==> src/rtl/pipe_skid_reg.sv <==
// Two-entry pipeline skid register between a producer and a consumer stage.
// in_ready depends only on registered state, so out_ready has no combinational path back upstream.
module pipe_skid_reg #(
    parameter int CTRL_W = 24,
    parameter int DATA_W = 32,
    parameter int DEST_W = 5
) (
    input  logic              clk,
    input  logic              reset,
    input  logic              flush,
    input  logic              in_valid,
    output logic              in_ready,
    input  logic [CTRL_W-1:0] in_ctrl,
    input  logic [DATA_W-1:0] in_alu,
    input  logic [DATA_W-1:0] in_pb,
    input  logic [DEST_W-1:0] in_dest,
    output logic              out_valid,
    input  logic              out_ready,
    output logic [CTRL_W-1:0] out_ctrl,
    output logic [DATA_W-1:0] out_alu,
    output logic [DATA_W-1:0] out_pb,
    output logic [DEST_W-1:0] out_dest,
    output logic [1:0]        occupancy
);

    localparam int PAY_W = CTRL_W + 2 * DATA_W + DEST_W;

    typedef enum logic [1:0] {
        ST_EMPTY = 2'd0,
        ST_ONE   = 2'd1,
        ST_TWO   = 2'd2
    } state_e;

    state_e             state_q, state_d;
    logic [PAY_W-1:0]   main_q, main_d;
    logic [PAY_W-1:0]   skid_q, skid_d;
    logic [PAY_W-1:0]   in_pay_s;
    logic               in_ready_q;
    logic               out_valid_q;
    logic [1:0]         occ_q;
    logic               accept_s;
    logic               consume_s;

    assign in_pay_s  = {in_ctrl, in_alu, in_pb, in_dest};
    assign accept_s  = in_valid & in_ready_q;
    assign consume_s = out_valid_q & out_ready;

    // Next-state and payload movement; vacated registers are zeroed so a bubble reads as a NOP.
    always_comb begin
        state_d = state_q;
        main_d  = main_q;
        skid_d  = skid_q;
        if (flush) begin
            state_d = ST_EMPTY;
            main_d  = '0;
            skid_d  = '0;
        end else begin
            case (state_q)
                ST_EMPTY: begin
                    if (accept_s) begin
                        main_d  = in_pay_s;
                        state_d = ST_ONE;
                    end else begin
                        state_d = ST_EMPTY;
                    end
                end
                ST_ONE: begin
                    if (accept_s && consume_s) begin
                        main_d  = in_pay_s;
                        state_d = ST_ONE;
                    end else if (accept_s) begin
                        skid_d  = in_pay_s;
                        state_d = ST_TWO;
                    end else if (consume_s) begin
                        main_d  = '0;
                        state_d = ST_EMPTY;
                    end else begin
                        state_d = ST_ONE;
                    end
                end
                ST_TWO: begin
                    if (consume_s) begin
                        main_d  = skid_q;
                        skid_d  = '0;
                        state_d = ST_ONE;
                    end else begin
                        state_d = ST_TWO;
                    end
                end
                default: begin
                    state_d = ST_EMPTY;
                    main_d  = '0;
                    skid_d  = '0;
                end
            endcase
        end
    end

    // State, payload and handshake flags, all decoded from the next state so outputs come straight from flops.
    always_ff @(posedge clk or negedge reset) begin
        if (!reset) begin
            state_q     <= ST_EMPTY;
            main_q      <= '0;
            skid_q      <= '0;
            in_ready_q  <= 1'b1;
            out_valid_q <= 1'b0;
            occ_q       <= 2'd0;
        end else begin
            state_q     <= state_d;
            main_q      <= main_d;
            skid_q      <= skid_d;
            in_ready_q  <= (state_d != ST_TWO);
            out_valid_q <= (state_d != ST_EMPTY);
            occ_q       <= state_d;
        end
    end

    assign in_ready  = in_ready_q;
    assign out_valid = out_valid_q;
    assign occupancy = occ_q;
    assign out_ctrl  = main_q[DEST_W + 2 * DATA_W +: CTRL_W];
    assign out_alu   = main_q[DEST_W + DATA_W +: DATA_W];
    assign out_pb    = main_q[DEST_W +: DATA_W];
    assign out_dest  = main_q[DEST_W-1:0];

endmodule

==> config.mk <==
export PLATFORM = sky130hd
export DESIGN_NAME = pipe_skid_reg
export DESIGN_NICKNAME = d
export VERILOG_FILES = /design/src/rtl/pipe_skid_reg.sv
export SDC_FILE = /design/constraint.sdc
export NUM_CORES = 1
export LEC_CHECK = 0
export CAP_MARGIN = 5
export CORE_MARGIN = 1
export CORE_UTILIZATION = 54
export DETAILED_ROUTE_END_ITERATION = 12
export PLACE_DENSITY = 0.85
export SLEW_MARGIN = 20
export SYNTH_ARGS = -nofsm -noshare
export SYNTH_HDL_FRONTEND = slang
export SYNTH_SLANG_ARGS = --single-unit
==> constraint.sdc <==
create_clock -name clk -period 3.36 [get_ports clk]
set_clock_uncertainty 0.15 [all_clocks]
set_input_delay 0.336 -clock clk [delete_from_list [all_inputs] [get_ports clk]]
set_output_delay 0.336 -clock clk [all_outputs]
set_load 0.05 [all_outputs]
# Word-level counts from Yosys, hierarchy flattened
# Index checks and enable logic that the tools add are counted.
# Widths: inputs -> output; s select.
[totals]
register_bits = 190
in_bits = 98
wordCells = 39
[classes]
n_eq_ne = 10
muxes = 17
bitwise_logic = 2
reduce_logical = 5
[op_table]
columns = ["operator", "n"]
rows = [
  ["$mux 93", 8],
  ["$pmux 93 s3", 2],
  ["$ne 3x3->1 const B", 4],
  ["$mux 2", 4],
  ["$ne 4x4->1 const B", 2],
  ["$reduce_and 4->1", 2],
  ["$pmux 2 s3", 1],
  ["$ne 2x2->1 const B", 2],
  ["$and 1x1->1", 2],
  ["$eq 2x1->1 const B", 1],
  ["$eq 2x2->1 const B", 1],
  ["$logic_not 2->1", 1],
  ["$mux 1", 2],
  ["$reduce_bool 2->1", 1],
  ["$logic_and 1x1->1", 1],
]

# Depth between registers and ports, before layout
# Gate-level depths: netlist of the first run.
[depth]
depth_word = 7
depth_mapped = 9
depth_no_buf = 7

# Least setup slack after synthesis of the first run
# No wires, ideal clock.
[synth_timing]
path_kind = "register to register"
start = "reg in_ready_q (netlist: in_ready)"
end = "reg main_q[62]"
arrival_time_ns = 1.999
path_slack_ns = 1.134
stages_incl_launch_ff = 10
n_path_buf = 2
synth_period_minus_slack_ns = 2.226
path_cell_list = "dfstp_2 -> nand2_1 -> inv_1 -> ha_1 -> nor2b_1 -> nor2_1 -> buf_2 -> clkbuf_1 -> a22oi_1 -> o2bb2ai_1"
[synth_via]
elab_chain_cells = 5
elab_cells_between_ends = 9
classes_between = "eq/ne (3); mux (3); bitwise (1); reduce/logical (2)"
[synth_rtl]
columns = ["item", "line", "rtl"]
rows = [
  ["start, declared", "38", "logic in_ready_q;"],
  ["start signal, assigned", "112", "in_ready_q <= (state_d != ST_TWO);"],
  ["$and 1x1->1 *", "45", "assign accept_s = in_valid & in_ready_q;"],
  ["$logic_and 1x1->1", "68", "if (accept_s && consume_s) begin"],
  ["$mux 93", "68", ""],
  ["$pmux 93 s3", "58", "case (state_q)"],
  ["$mux 93", "53", "if (flush) begin"],
  ["end signal, assigned", "110", "main_q <= main_d;"],
  ["end, declared", "35", "logic [PAY_W-1:0] main_q, main_d;"],
]
# Mark *: on every way between the ends. The rest lies on a longest branch, timed or not.
# A chain may end at the register's enable or synchronous reset.

# Worst setup path after layout of the first run
# Ends and elaborated chain as after synthesis.

==> impl_metrics.py, run 1 <==
metrics = {
    "placement": {
        "hpwl_um": 12790,
        "port_buffers": 194,
        "routabilityCongestion": 0.7676,
    },
    "die": {
        "core_um2": 15200,
        "start_util": 0.5519,
        "fp.dieW_um": 126.7,
        "ioPinCount": 195,
        "die_h_um": 126.7,
        "die_area_um2": 16040,
        "rows": 45,
    },
    "worst_hold_path": {
        "hp-class": "input port to flop",
        "holdCritStartpoint": "in_alu[10]",
    },
    "global_routing": {
        "grt_pass1_vias": 6664,
        "grt_remaining_overflow": 0,
        "grt_start_max_net_pins": 78,
        "grt_first_pass_wirelength_um": 34720,
        "track_usage": 0.2769,
        "antenna_found_initial": 0,
    },
    "power_and_ir_drop": {
        "power.density_nw_per_um2": 559.9,
        "max-vdd-ir-drop_uv": 365.5,
        "power_leakage_nw": 4.867,
    },
    "yosys": {
        "synth_seq_area_share": 0.5668,
        "yosysTopAreaCell": "dfrtp_1",
        "synthTopCellsByArea": "dfrtp_1, mux2i_1, o2bb2ai_1",
        "syn-num-nets": 849,
        "syn_inst": 750,
        "avgSynthCellArea_um2": 11.19,
        "yosys_warnings": 0,
        "netlist_area_um2": 8391,
        "ys_seq_elements": 190,
        "netlist.area_leader.share": 0.5637,
        "synth.distinct_cells": 26,
    },
    "timing": {
        "max-slew-margin-rel": 0.5760,
        "finalCritPeriodShare": 0.7424,
        "max_freq_mhz": 400.9,
        "worstMarginPinSlew_ns": 0.6360,
        "layout_min_cycle_time_ns": 2.495,
        "setup-tns-final_ns": 0,
        "hold_ws_ns": 0.3337,
        "final-max-slew-violation-count": 0,
        "setup_viol": 0,
        "hold_violations": 0,
        "rsz0062_at_grt": "false",
    },
    "drt": {
        "routedWlPerCell_um": 18.84,
        "first_pass_iters": 5,
        "routed_via_density": 5.838,
        "drt_wl_total_um": 21080,
        "drc_errors": 0,
        "dr_total_vias": 6533,
        "drtIter0Drc": 507,
        "drt.antenna.violating_nets": 0,
    },
    "cts": {
        "tritoncts": "yes",
        "cts_hold_buf": 1,
        "ctsResizeCount": 0,
        "numCtsBuffers": 17,
        "cts_root_buf": "clkbuf_16",
        "clk_path_buf_depth": 2,
        "postCtsSetupBuffers": 0,
        "path_clk_slew_ns": 0.07,
        "insertion_delay_ns": 0.43,
        "cts_sinks": 190,
        "htreeDepth": 4,
    },
    "critical_path": {
        "reg2reg_from": "in_ready$_DFF_PN1_",
        "path_max_fanout": 40,
        "crit_type": "flop to flop",
        "endpoint_kind": "flop",
        "worstPathArrival_ns": 2.64,
        "cp-start-kind": "flop",
        "required_ns": 3.50,
        "critPathLaunch": "in_ready$_DFF_PN1_",
    },
    "status": {
        "status": "complete, no violations",
    },
    "layout": {
        "nNetsFinal": 1017,
        "area_growth_pct": 32.63,
        "drive_gt1_frac": 0.05800,
        "antenna_cells": 0,
    },
    "run": {
        "maxCapViolations": 0,
    },
}
## synthesized netlist by cell type
cell / n
a21oi_1: 3
a22oi_1: 93
a31oi_1: 1
and2b_1: 1
buf_1: 6
buf_2: 26
buf_4: 12
clkbuf_1: 17
dfrtp_1: 189
dfstp_2: 1
ha_1: 1
inv_1: 97
mux2i_1: 93
nand2_1: 97
nand2b_1: 4
nand3_1: 1
nand3b_1: 1
nor2_1: 4
nor2b_1: 1
nor3_1: 2
nor3b_1: 1
o21ai_0: 3
o21ba_2: 1
o21bai_1: 1
o22ai_1: 1
o2bb2ai_1: 93
## sequential cells by signal (all words and copies together) (netlist names)
name / flops
skid_q: 93
out_valid: 1
occupancy: 2
in_ready: 1
main_q: 93
## metrics by stage
stage / util / total power [W] / std cells / cell area, µm² / setup slack (ns)
after floorplan: - / 0.003602 / 750 / 8391 / 1.134
after global placement: 0.6930 / 0.004226 / 1086 / 10540 / 0.6149
after detailed placement: 0.6930 / 0.004250 / 1086 / 10540 / 0.5189
after CTS: 0.7320 / 0.006260 / 1119 / 11130 / 0.9031
after global routing: 0.7320 / 0.006464 / 1119 / 11130 / 0.6801
final: 0.7320 / 0.006230 / 1119 / 11130 / 0.8654
## worst max-delay path, cell delays in order, from the launching register on
cell       delay (ns)
dfstp_2          0.38
nand2_1          0.13
inv_1            0.09
ha_1             0.24
nor2b_1          0.30
o21ai_0          0.23
a31oi_4          0.22
buf_4            0.44
o2bb2ai_1        0.15
## routing by layer
metal  GRT usage  routed length, µm
met5           0                  0
met4     0.09594                329
met3     0.04639               1197
met2      0.4306              10190
met1      0.3976               9366
## placed cells by master, fill, tap and decap left out, drive strengths merged, types with 2 or more instances in the layout
cell type and n:
o21ai 3, nor3 2, clkbuf 21, inv 100, nand2 97, clkdlybuf4s50 193
o2bb2ai 93, a22oi 93, bufinv 2, dfrtp 189, buf 15, nor2 4
mux2i 93, a21oi 3, nand2b 4, clkinvlp 6
## final cells by class
class                           count  area [µm²]
Sequential cell                   190        4756
Fill cell                        1052        4074
Multi-Input combinational cell    402        3022
Timing Repair Buffer              210        2168
Clock buffer                       20       446.7
Inverter                           97       364.1
Tap cell                          188       235.2
Clock inverter                     12       136.4
## power breakdown
part           leakage (nW)  internal (W)  switching (W)
clock                 0.266       0.00112       0.000891
sequential             2.58       0.00248       0.000132
combinational          2.02      0.000578        0.00102
## path summary, 6_finish.rpt
path | cells after the start | end | slack, ns
worst min register to register | 1 | main_q[84]$_DFFE_PN0P_ | 0.33
min in group asynchronous | 2 | skid_q[85]$_DFFE_PN0P_ | 0.36
max in group asynchronous | 3 | main_q[20]$_DFFE_PN0P_ | 1.80
worst max register to register | 8 | main_q[62]$_DFFE_PN0P_ | 0.87
worst max-delay path | 8 | main_q[62]$_DFFE_PN0P_ | 0.87
worst min-delay path | 3 | skid_q[47]$_DFFE_PN0P_ | 0.33
## cells by family (layout without fill, tap and decap cells)
| logic type | after synthesis | in the layout | synth area share |
|---|---|---|---|
| muxes | 93 | 93 | 0.1109 |
| adders and majority gates | 1 | 1 | 0.001491 |
| buffers and inverters | 158 | 339 | 0.07993 |
| and+or+nand+nor | 112 | 112 | 0.05339 |
| DFF | 190 | 190 | 0.5668 |
| AOI/OAI and AO/OA | 196 | 196 | 0.1874 |
No activity file was read; power rests on OpenSTA's default activity.
==> inputs of run 2 (changes only) <==
--- a/config.mk
+++ b/config.mk
@@ -7,9 +7,9 @@
 export LEC_CHECK = 0
 export CAP_MARGIN = 5
 export CORE_MARGIN = 1
-export CORE_UTILIZATION = 54
+export CORE_UTILIZATION = 50
 export DETAILED_ROUTE_END_ITERATION = 12
-export PLACE_DENSITY = 0.85
+export PLACE_DENSITY = 0.8
 export SLEW_MARGIN = 20
 export SYNTH_ARGS = -nofsm -noshare
 export SYNTH_HDL_FRONTEND = slang
==> constraint.sdc (replaced) <==
create_clock -name clk -period 2.4 [get_ports clk]
set_clock_uncertainty 0.15 [all_clocks]
set_input_delay 0.24 -clock clk [delete_from_list [all_inputs] [get_ports clk]]
set_output_delay 0.24 -clock clk [all_outputs]
set_load 0.05 [all_outputs]
==> run 2 against run 1 <==
Routed wire length decreased by 0.26%. Combinational power increased by 42%. Final area increased by 1.4%. First-iteration DRC count decreased by 8.7%. Non-clock buffer count increased by 5. Sequential share of layout area decreased by 0.57 points. Register-to-register slack got worse by 0.68 ns. Global-route usage decreased by 2.3 points. Largest power group unchanged.
==> impl_metrics.py, run 2 (synthesis results as in run 1) <==
metrics = {
    "critical_path": {
        "cp-start-kind": "flop",
        "r2r_end": "skid_q[84]$_DFFE_PN0P_",
        "critPathTopFamily": "buffers and inverters",
        "crit_end": "occupancy[1]",
        "critPathBufInv": 1,
        "reg2reg_from": "in_ready$_DFF_PN1_",
        "endpoint_kind": "output port",
        "worst-path-stages": 1,
        "slowest_delay_ns": 0.89,
        "crit_slowest_cell": "clkdlybuf4s50_1",
        "r2r_cells": 7,
        "worstPathArrival_ns": 1.85,
        "rrSetupSlack_ns": 0.19,
        "required_ns": 2.01,
        "critPathLaunch": "occupancy[1]$_DFF_PN0_",
        "path_max_fanout": 8,
        "cp_cell_sequence": "clkdlybuf4s50_1",
        "crit_type": "flop to output port",
    },
    "cts": {
        "cts_root_buf": "clkbuf_16",
        "insertion_delay_ns": 0.43,
        "cts_sinks": 190,
        "tritoncts": "yes",
        "numCtsBuffers": 17,
        "clk_path_buf_depth": 2,
        "htreeDepth": 4,
        "path_clk_slew_ns": 0.07,
    },
    "die": {
        "core_um2": 16120,
        "die_h_um": 131.5,
        "die_area_um2": 17300,
        "fp.dieW_um": 131.5,
        "start_util": 0.5207,
        "ioPinCount": 195,
        "rows": 46,
    },
    "drt": {
        "dr_total_vias": 6467,
        "routedWlPerCell_um": 18.27,
        "routed_via_density": 5.619,
        "drt.antenna.violating_nets": 0,
        "drt_wl_total_um": 21030,
        "drc_errors": 0,
        "drtIter0Drc": 463,
        "first_pass_iters": 5,
    },
    "layout": {
        "nNetsFinal": 1022,
        "fin_cells": 1151,
        "layout_commonest_cell": "clkdlybuf4s50_1",
        "area_growth_pct": 34.43,
        "design_area_um2": 11280,
        "final_cell_mix": "clkdlybuf4s50_1, dfrtp_1, nand2_1, inv_1",
        "drive_gt1_frac": 0.06203,
        "antenna_cells": 0,
    },
    "timing": {
        "worstMarginPinSlew_ns": 0.6050,
        "layout_min_cycle_time_ns": 2.240,
        "hold_violations": 0,
        "max-slew-margin-rel": 0.5967,
        "hold_ws_ns": 0.2272,
        "setup-tns-final_ns": 0,
        "final-max-slew-violation-count": 0,
        "rsz0062_at_grt": "false",
        "setup_viol": 0,
        "finalCritPeriodShare": 0.9335,
        "max_freq_mhz": 446.4,
    },
    "power_and_ir_drop": {
        "power_leakage_nw": 4.942,
        "p_total_w": 0.008885,
        "max-vdd-ir-drop_uv": 590.9,
        "power.density_nw_per_um2": 787.7,
    },
    "placement": {
        "routabilityCongestion": 0.7991,
        "hpwl_um": 12980,
        "placed_cell_area_um2": 10660,
        "port_buffers": 194,
        "dp_cells": 1119,
    },
    "global_routing": {
        "grt_start_max_net_pins": 66,
        "antenna_found_initial": 0,
        "grt_first_pass_wirelength_um": 35000,
        "grt_pass1_vias": 6671,
        "track_usage": 0.2537,
        "grt_remaining_overflow": 0,
    },
    "status": {
        "status": "complete, no violations",
    },
    "run": {
        "maxCapViolations": 0,
    },
    "worst_hold_path": {
        "hp-class": "input port to asynchronous set/reset pin",
    },
}
-- run 2: worst min path at each step --
stage | endpoint | cells after the start
2_1_floorplan | main_q[0]$_DFFE_PN0P_ | 0
3_3_place_gp | main_q[83]$_DFFE_PN0P_ | 1
3_5_place_dp | skid_q[83]$_DFFE_PN0P_ | 1
4_1_cts | skid_q[32]$_DFFE_PN0P_ | 3
5_1_grt | skid_q[25]$_DFFE_PN0P_ | 3
6_report | skid_q[83]$_DFFE_PN0P_ | 2
-- run 2: layout make-up --
class                           count  area [µm²]
Tap cell                          216       270.3
Multi-Input combinational cell    402        3022
Sequential cell                   190        4756
Timing Repair Buffer              215        2256
Fill cell                        1192        4836
Inverter                           97       364.1
Clock buffer                       20       446.7
Clock inverter                     11       165.2
-- run 2: routing by layer --
| layer | global-route usage | part of all wire | up-vias |
|---|---|---|---|
| met2 | 0.4012 | 0.48 | 223 |
| met1 | 0.3440 | 0.44 | 3253 |
| met4 | 0.07364 | 0.014 | 0 |
| met3 | 0.06559 | 0.068 | 25 |
| met5 | 0 | 0 | - |
| li1 | - | - | 2966 |
-- run 2: stage by stage --
stage | utilization | setup slack, ns
after global placement | 0.6613 | 0.1052
after CTS | 0.6999 | 0.1391
after global routing | 0.6999 | 0.09929
after detailed placement | 0.6613 | -0.005572
after floorplan | - | 0.1736
final | 0.6999 | 0.1597
-- run 2: where the power goes --
part | internal, W | total, W | switching [W] | leakage [nW]
Clock | 0.00176 | 0.00297 | 0.00120 | 0.300
Sequential | 0.00348 | 0.00365 | 0.000177 | 2.58
Combinational | 0.000831 | 0.00227 | 0.00144 | 2.06
Total | 0.00607 | 0.00889 | 0.00281 | 4.94
-- run 2: timing repair --
item / CTS / global route
buffers inserted: 0 / 0
hold buffers: 1 / 0
resized for setup: 0 / 0
endpoints found under the hold margin: 61 / 0
